$ cat src/rtl/prio_arbiter_readout_pkg.sv
// Shared types and helpers for the lane arbiter / readout stage.
package prio_arbiter_readout_pkg;

   localparam int unsigned MAX_LANE  = 16;
   localparam int unsigned MAX_IDX_W = 4;

   typedef enum logic [1:0] {
      ST_IDLE,
      ST_WAIT,
      ST_ARB,
      ST_DRAIN
   } state_e;

   // Isolate the lowest set bit of a request vector.
   function automatic logic [MAX_LANE-1:0] onehot_lowest(input logic [MAX_LANE-1:0] vec);
      return vec & (~vec + MAX_LANE'(1));
   endfunction

   // Encode a one-hot vector into its bit index (zero when empty).
   function automatic logic [MAX_IDX_W-1:0] onehot_to_idx(input logic [MAX_LANE-1:0] oh);
      logic [MAX_IDX_W-1:0] idx;
      idx = '0;
      for (int unsigned i = 0; i < MAX_LANE; i++) begin
         if (oh[i]) idx = idx | MAX_IDX_W'(i);
      end
      return idx;
   endfunction

endpackage

$ cat src/rtl/prio_arbiter_readout_pick.sv
// Combinational lowest-index pick: one-hot, index and any-set flag.
module prio_arbiter_readout_pick
   import prio_arbiter_readout_pkg::*;
#(
   parameter  int unsigned NLANE = 4,
   localparam int unsigned IDX_W = $clog2(NLANE)
) (
   input  logic [NLANE-1:0] req_i,
   output logic [NLANE-1:0] oh_c_o,
   output logic [IDX_W-1:0] idx_c_o,
   output logic             any_c_o
);

   logic [MAX_LANE-1:0] oh_wide;

   // Widen to the helper width, pick, then narrow back to the lane count.
   assign oh_wide = onehot_lowest(MAX_LANE'(req_i));
   assign oh_c_o  = NLANE'(oh_wide);
   assign idx_c_o = IDX_W'(onehot_to_idx(oh_wide));
   assign any_c_o = |req_i;

endmodule

$ cat src/rtl/prio_arbiter_readout.sv
// Fixed-priority lane arbiter with merged, registered readout stream.
module prio_arbiter_readout
   import prio_arbiter_readout_pkg::*;
#(
   parameter  int unsigned NLANE  = 4,
   parameter  int unsigned DATA_W = 36,
   parameter  int unsigned CNT_W  = 8,
   localparam int unsigned IDX_W  = $clog2(NLANE)
) (
   input  logic                    clk,
   input  logic                    rst,
   input  logic                    init_i,
   input  logic                    setup_i,
   input  logic [NLANE-1:0]        has_dat_i,
   input  logic [NLANE-1:0]        lane_valid_i,
   input  logic [NLANE*DATA_W-1:0] lane_dat_i,
   output logic [NLANE-1:0]        sel_o,
   output logic                    out_valid_o,
   output logic [DATA_W-1:0]       out_dat_o,
   output logic [IDX_W-1:0]        out_lane_o,
   output logic                    out_first_o,
   output logic [CNT_W-1:0]        out_cnt_o,
   output logic                    busy_o,
   output logic                    done_o,
   output logic                    err_o
);

   state_e             state_q, state_d;
   logic [NLANE-1:0]   sel_q, sel_d;
   logic [IDX_W-1:0]   cur_q, cur_d;
   logic               done_q, done_d;
   logic               busy_q;
   logic               out_valid_q, out_first_q, armed_q, err_q;
   logic [DATA_W-1:0]  out_dat_q;
   logic [IDX_W-1:0]   out_lane_q;
   logic [CNT_W-1:0]   cnt_q;

   logic [NLANE-1:0]   grant_oh, rd_oh;
   logic [IDX_W-1:0]   grant_idx, rd_idx;
   logic               grant_any, rd_any, rd_take, err_hit;
   logic [DATA_W-1:0]  rd_word;

   prio_arbiter_readout_pick #(.NLANE(NLANE)) u_pick_grant (
      .req_i   (has_dat_i),
      .oh_c_o  (grant_oh),
      .idx_c_o (grant_idx),
      .any_c_o (grant_any)
   );

   prio_arbiter_readout_pick #(.NLANE(NLANE)) u_pick_read (
      .req_i   (lane_valid_i),
      .oh_c_o  (rd_oh),
      .idx_c_o (rd_idx),
      .any_c_o (rd_any)
   );

   // Next-state and grant decision; init overrides every state.
   always_comb begin
      state_d = state_q;
      sel_d   = sel_q;
      cur_d   = cur_q;
      done_d  = 1'b0;
      if (init_i) begin
         state_d = ST_WAIT;
         sel_d   = '0;
      end else begin
         case (state_q)
            ST_IDLE: ;
            ST_WAIT: begin
               sel_d = '0;
               if (!setup_i) state_d = ST_ARB;
            end
            ST_ARB: begin
               if (grant_any) begin
                  sel_d   = grant_oh;
                  cur_d   = grant_idx;
                  state_d = ST_DRAIN;
               end else begin
                  done_d  = 1'b1;
                  state_d = ST_IDLE;
               end
            end
            ST_DRAIN: begin
               if (!has_dat_i[cur_q]) begin
                  sel_d   = '0;
                  state_d = ST_ARB;
               end
            end
            default: state_d = ST_IDLE;
         endcase
      end
   end

   // AND-OR mux of the lowest valid lane's word, plus protocol error detect.
   always_comb begin
      rd_word = '0;
      for (int unsigned i = 0; i < NLANE; i++) begin
         if (rd_oh[i]) rd_word = rd_word | lane_dat_i[i*DATA_W +: DATA_W];
      end
      rd_take = rd_any & ~init_i;
      err_hit = (|(lane_valid_i & (lane_valid_i - NLANE'(1)))) | (|(lane_valid_i & ~sel_q));
   end

   // FSM, grant and output registers.
   always_ff @(posedge clk) begin
      if (rst) begin
         state_q     <= ST_IDLE;
         sel_q       <= '0;
         cur_q       <= '0;
         done_q      <= 1'b0;
         busy_q      <= 1'b0;
         out_valid_q <= 1'b0;
         out_dat_q   <= '0;
         out_lane_q  <= '0;
         out_first_q <= 1'b0;
         armed_q     <= 1'b0;
         cnt_q       <= '0;
         err_q       <= 1'b0;
      end else begin
         state_q     <= state_d;
         sel_q       <= sel_d;
         cur_q       <= cur_d;
         done_q      <= done_d;
         busy_q      <= (state_d != ST_IDLE);
         out_valid_q <= rd_take;
         out_first_q <= rd_take & armed_q;
         if (rd_take) begin
            out_dat_q  <= rd_word;
            out_lane_q <= rd_idx;
         end
         if (init_i) begin
            armed_q <= 1'b1;
            cnt_q   <= '0;
            err_q   <= 1'b0;
         end else begin
            if (rd_take) armed_q <= 1'b0;
            if (out_valid_q && (cnt_q != '1)) cnt_q <= cnt_q + CNT_W'(1);
            if (err_hit) err_q <= 1'b1;
         end
      end
   end

   assign sel_o       = sel_q;
   assign out_valid_o = out_valid_q;
   assign out_dat_o   = out_dat_q;
   assign out_lane_o  = out_lane_q;
   assign out_first_o = out_first_q;
   assign out_cnt_o   = cnt_q;
   assign busy_o      = busy_q;
   assign done_o      = done_q;
   assign err_o       = err_q;

endmodule
$ cat config.mk
export PLATFORM = sky130hd
export DESIGN_NAME = prio_arbiter_readout
export DESIGN_NICKNAME = d
export VERILOG_FILES = /design/src/rtl/prio_arbiter_readout_pkg.sv /design/src/rtl/prio_arbiter_readout_pick.sv /design/src/rtl/prio_arbiter_readout.sv
export SDC_FILE = /design/constraint.sdc
export NUM_CORES = 1
export LEC_CHECK = 0
export CAP_MARGIN = 20
export CORE_UTILIZATION = 39
export CTS_CLUSTER_DIAMETER = 200
export CTS_CLUSTER_SIZE = 14
export DETAILED_ROUTE_END_ITERATION = 8
export GPL_TIMING_DRIVEN = 0
export PLACE_DENSITY = 0.87
export SLEW_MARGIN = 20
export SYNTH_ARGS = -nofsm -noshare
export SYNTH_HDL_FRONTEND = slang
export SYNTH_HIERARCHICAL = 1
export SYNTH_SLANG_ARGS = --single-unit
$ cat constraint.sdc
create_clock -name clk -period 3.1 [get_ports clk]
set_input_delay 0.775 -clock clk [delete_from_list [all_inputs] [get_ports clk]]
set_output_delay 0.775 -clock clk [all_outputs]
set_load 0.05 [all_outputs]
# [After elaboration in Yosys (flattened, before gate mapping)]
# Index checks and enable logic that the tools add are counted.
[totals] ramBits=0 in_bits=156 word_cells=91 latch_bits=0 romBits=0 ff_bits=60 memories=0
[op_classes] div=0 eq_ne=6 add_sub_neg=4 n_lt_le_gt_ge=1 n_bitwise=15 multipliers=0 n_reduce_logical=12 n_shift=0 muxes=41
[ops] op="2-to-1 mux 36 bit" count=4
[ops] op="OR 36 bit" count=3
[ops] op="2-to-1 mux 2 bit" count=20
[ops] op="adder 16 x 1 -> 16 bit, second input constant" count=2
[ops] op="AND 4 x 16 -> 16 bit" count=2
[ops] op="inverter 4 -> 16 bit" count=2
[ops] op="OR reduction 4 bit" count=4
[ops] op="2-to-1 mux 1 bit" count=12
[ops] op="one-hot mux 4 bit (3 select lines)" count=1
[ops] op="adder 8 x 1 -> 8 bit, second input constant" count=1
[ops] op="AND 4 bit" count=2
[ops] op="2-to-1 mux 4 bit" count=2
[ops] op="!= test 8 bit, second input constant" count=1
[ops] op="one-hot mux 2 bit (3 select lines)" count=1
[ops] op="AND reduction 3 bit" count=2
[ops] op="equality test 2 bit, second input constant" count=2
[ops] op="!= test 2 bit, second input constant" count=2
[ops] op="inverter 4 bit" count=1
[ops] op="nonzero test 2 bit" count=2
[ops] op="subtractor 4 x 1 -> 4 bit, second input constant" count=1
[ops] op="< comparator 2 x 3 -> 1 bit, second input constant" count=1
[ops] op="nonzero test 3 bit" count=1
[ops] op="OR reduction 3 bit" count=1
[ops] op="AND 1 bit" count=2
[ops] op="other kinds (6)" count=7

# [Longest topological paths before layout]
[depth] depth_word=15 mapped_depth=7 mapped_depth_nobuf=6

# [Cells and area by module]
# The synthesis kept the hierarchy.
[by_module_without_submodules] module="prio_arbiter_readout" instances=1 area_per_inst_um2=3005.4 cells_per_inst=340
[by_module_without_submodules] module="prio_arbiter_readout_pick" instances=2 area_per_inst_um2=58.8 cells_per_inst=10

# [Worst setup path after synthesis]
# Ideal clock, no wire load.
[synth_path] path_type="input to register" from="input port lane_valid_i[1]" to="register out_dat_q[10] (netlist: out_dat_o[10])" required_time_ns=3.009 cell_stages=6 slack_ns=1.038 n_path_buf=2 arrival_ns=1.971 path_cell_list="or4_1 -> inv_1 -> nor2_1 -> buf_4 -> buf_2 -> a311oi_1"
[synth_via] elab_chain_cells=8 word_cells_on_any_way=10 cone_classes="1 x add/sub; 3 x mux; 5 x bitwise; 1 x reduce/logical"
[synth_lines] item="from (decl)" line_no="prio_arbiter_readout.sv:15" text="input logic [NLANE-1:0] lane_valid_i,"
[synth_lines] item="inverter 4 -> 16 bit" line_no="prio_arbiter_readout_pkg.sv:16" text="return vec & (~vec + MAX_LANE'(1));"
[synth_lines] item="adder 16 x 1 -> 16 bit" line_no="prio_arbiter_readout_pkg.sv:16"
[synth_lines] item="AND 4 x 16 -> 16 bit" line_no="prio_arbiter_readout_pkg.sv:16"
[synth_lines] item="2-to-1 mux 36 bit" line_no="prio_arbiter_readout.sv:98" text="if (rd_oh[i]) rd_word = rd_word | lane_dat_i[i*DATA_W +: DATA_W];"
[synth_lines] item="OR 36 bit" line_no="prio_arbiter_readout.sv:98"
[synth_lines] item="2-to-1 mux 36 bit" line_no="prio_arbiter_readout.sv:98"
[synth_lines] item="OR 36 bit" line_no="prio_arbiter_readout.sv:98"
[synth_lines] item="2-to-1 mux 36 bit" line_no="prio_arbiter_readout.sv:98"
[synth_lines] item="to (signal assigned)" line_no="prio_arbiter_readout.sv:128" text="out_dat_q <= rd_word;"
[synth_lines] item="to (decl)" line_no="prio_arbiter_readout.sv:34" text="logic [DATA_W-1:0] out_dat_q;"
# Several ways; a longest one is shown, not always the timed one.
# A chain may end at the register's enable or synchronous reset.

# [Worst setup path after layout]
[layout_path] from="input port lane_valid_i[0]" to="register out_dat_q[28] (netlist: out_dat_o[28])"
[layout_via] word_cells_on_any_way=12 cone_classes="1 x add/sub; 4 x mux; 6 x bitwise; 1 x reduce/logical"
[layout_lines] item="inverter 4 -> 16 bit" line_no="prio_arbiter_readout_pkg.sv:16"
[layout_lines] item="adder 16 x 1 -> 16 bit" line_no="prio_arbiter_readout_pkg.sv:16"
[layout_lines] item="AND 4 x 16 -> 16 bit" line_no="prio_arbiter_readout_pkg.sv:16"
[layout_lines] item="net rd_oh[3]" line_no="prio_arbiter_readout.sv:38" text="logic [NLANE-1:0] grant_oh, rd_oh;"
[layout_lines] item="2-to-1 mux 36 bit" line_no="prio_arbiter_readout.sv:98"
# The timed path passes the listed nets, and every way through them passes these cells.

==> flow_summary_export.csv <==
group,metric,value,unit
timing,timing.final.crit_period,2650,ps
yosys,synth-xor-area-share,0.561,%
cells_and_area,layout.nets,740,
yosys,ys_ff_latch,60,
yosys,ys.warnings.count,6,
floorplan,start_util,40.4,%
power,p_leak,0.00194,µW
power,total_power,2080,µW
floorplan,die-area,0.00837,mm²
clock_tree,clk_latency,330,ps
timing,slew_headroom,61.4,%
cells_and_area,syn_to_final_growth,75.8,%
detailed_routing,drc_errors,0,
yosys,synth_area,0.00312,mm²
clock_tree,cts_setup_buffers,0,
yosys,muxShareOfSynthArea,1.92,%
cells_and_area,stdcell_count,684,
clock_tree,cts_root_buf,"clkbuf_8",
yosys,syn_area_per_cell,8.67,µm²
yosys,synth_compound_area_share,34.5,%
clock_tree,cts_hold_buf,0,
detailed_routing,drt-initial-drc-count,136,
grt,grt_max_degree,12,
critical_path,required,3330,ps
clock_tree,numCtsBuffers,9,
outcome,status,"completed",
clock_tree,cts_tree,"yes",
yosys,syn-num-nets,521,
placed_design,hpwl,9340,µm
placed_design,io_buffers,208,
placed_design,postPlaceCellArea,0.00533,mm²
detailed_routing,via_per_inst,5.53,
timing,setup_viol,0,
floorplan,ios,211,
timing,setup-tns-final,0,ps
cells_and_area,drive_above_1_share,7.04,%
clock_tree,clkSlewWorstSetupHoldPaths,60,ps
timing,hold_violations,0,
yosys,ys.flop_type,"dfxtp_1",
grt,gr-total-overflow,0,
cells_and_area,layout_common_cells,"clkdlybuf4s50_1 (208), a22oi_1 (72), dfxtp_1 (60)",
detailed_routing,drtAntennaViolNets,0,
detailed_routing,wl,11900,µm
cells_and_area,antenna_cells,0,
timing,period_share,85.5,%
worst_hold_path,hold_path.class,"reg -> reg",
detailed_routing,wl_per_cell,17.5,µm
timing,rsz0062_at_grt,"false",
timing,skew,2.57,ps
timing,worst_pin_slew,579,ps
cells_and_area,fin_area,0.00549,mm²
power,pwr_density_cell,380,mW/mm²
yosys,synth_top_family_by_area,"compound AO/OA/AOI/OAI gates",
yosys,synth_enable_flop_cells,0,
critical_path,worst-path-max-fanout,11,
yosys,synth_cell_type_count,40,
yosys,async_reset_ff_share,0,%
yosys,synth-simple-area-share,15.6,%
floorplan,die_h,91.5,µm
placed_design,gp_congestion,0.825,
placed_design,dpl.cell_count,670,
cells_and_area,mostFrequentLayoutCell,"clkdlybuf4s50_1",
yosys,seq_area_frac_synth,38.5,%
floorplan,core-area,0.00773,mm²
timing,drv_slew,0,
critical_path,end_kind,"register",
grt,grt_usage,28.1,%
clock_tree,h-tree-depth,3,
power,peakVddDrop,0.185,mV
timing,max_freq,377,MHz
critical_path,cp.arrival,2880,ps
clock_tree,clk_path_buf_depth,2,
clock_tree,clock-sinks,60,
yosys,synthAdderAreaFrac,2.00,%
critical_path,worstSetupPathType,"in -> reg",
floorplan,die_x,91.5,µm
critical_path,cp-start-kind,"input pin",
clock_tree,cts_resized,0,
grt,grt_pass1_vias,3788,
detailed_routing,vias,3782,
run,cap_violations,0,
grt,grt_pass1_wl,18500,µm
grt,antenna_found_initial,0,
detailed_routing,drt-pass1-iter-count,5,
yosys,synth_cells,360,
floorplan,rows,32,
[worst paths after layout]
| check | startpoint | to | slack (ps) | cells past startpoint |
|---|---|---|---|---|
| min reg2reg | out_lane_o[1]$_SDFFE_PP0P_ | out_lane_o[1]$_SDFFE_PP0P_ | 460 | 2 |
| max reg2reg | state_q[0]$_SDFF_PP0_ | sel_o[0]$_SDFFE_PP0P_ | 1490 | 6 |
| max | lane_valid_i[0] | out_dat_o[28]$_SDFFE_PP0P_ | 450 | 6 |
| min | out_lane_o[1]$_SDFFE_PP0P_ | out_lane_o[1]$_SDFFE_PP0P_ | 460 | 2 |
[cell families (layout without fill, tap and decap cells)]
group | count (synthesis) | count (layout)
AO/OA/AOI/OAI | 140 | 140
XOR/XNOR | 2 | 2
adder cells (fa/ha/maj) | 5 | 5
buffers and inverters | 41 | 263
flip-flops | 60 | 60
multiplexers | 6 | 6
AND/OR/NAND/NOR | 106 | 106
[Yosys cell counts, types with 2 or more instances]
master | number | area (µm²)
inv_1 | 6 | 22.5
buf_4 | 6 | 45.0
ha_1 | 5 | 62.6
nor3b_1 | 3 | 22.5
a21oi_1 | 14 | 70.1
nand2b_1 | 5 | 31.3
clkbuf_1 | 13 | 48.8
buf_2 | 13 | 65.1
or4_1 | 2 | 15.0
nand2_1 | 18 | 67.6
a22oi_1 | 72 | 541
dfxtp_1 | 60 | 1200
mux2i_1 | 6 | 60.1
nor3_1 | 4 | 20.0
buf_6 | 3 | 33.8
a311oi_1 | 36 | 315
nor2_1 | 56 | 210
a31oi_1 | 2 | 12.5
nand3_1 | 8 | 40.0
nor4b_1 | 2 | 17.5
o21ai_0 | 7 | 35.0
[critical path, cell delays in order]
cell             delay, ps
clkdlybuf4s50_1        590
nor4b_1                340
buf_2                  280
clkbuf_1               420
a22oi_1                160
a311oi_1               310
[state kept, by name, indices dropped and copies added (netlist names)]
signal	count
armed_q	1
done_o	1
out_lane_o	2
err_o	1
out_valid_o	1
out_dat_o	36
state_q	2
busy_o	1
sel_o	4
out_first_o	1
out_cnt_o	8
cur_q	2
[power breakdown]
part	leakage [µW]	switching [µW]	internal, µW
combinational	0.00136	331	324
clock	0.0000848	288	299
sequential	0.000494	25.6	816
[per-stage QoR]
| stage | hold slack (ps) | setup WS [ps] | utilization, % |
|---|---|---|---|
| after detailed placement | 453 | 143 | 69.0 |
| after CTS | 462 | 477 | 71.0 |
| after floorplan | 448 | 1040 | - |
| after global routing | 490 | 317 | 71.0 |
| final | 458 | 450 | 71.0 |
| after global placement | 447 | 209 | 69.0 |
[metal layers]
layer  up-vias  share of wire [%]  GRT usage, %
li1       1823                  -             -
met1      1766                 39          32.1
met2       172                 51          50.7
met3        21                7.8          5.19
met4         0                2.4          11.8
met5         -                  0             0
[cell type report]
| cell class | instances | area [µm²] |
|---|---|---|
| clock inverters | 3 | 15.0 |
| repair buffers | 208 | 2080 |
| well taps | 102 | 128 |
| multi-input cells | 259 | 1710 |
| plain buffers | 35 | 193 |
| clock buffers | 11 | 141 |
| flip-flops and latches | 60 | 1200 |
| inverters | 6 | 22.5 |
| fillers | 620 | 2240 |
(Power assumes the default switching activity.)
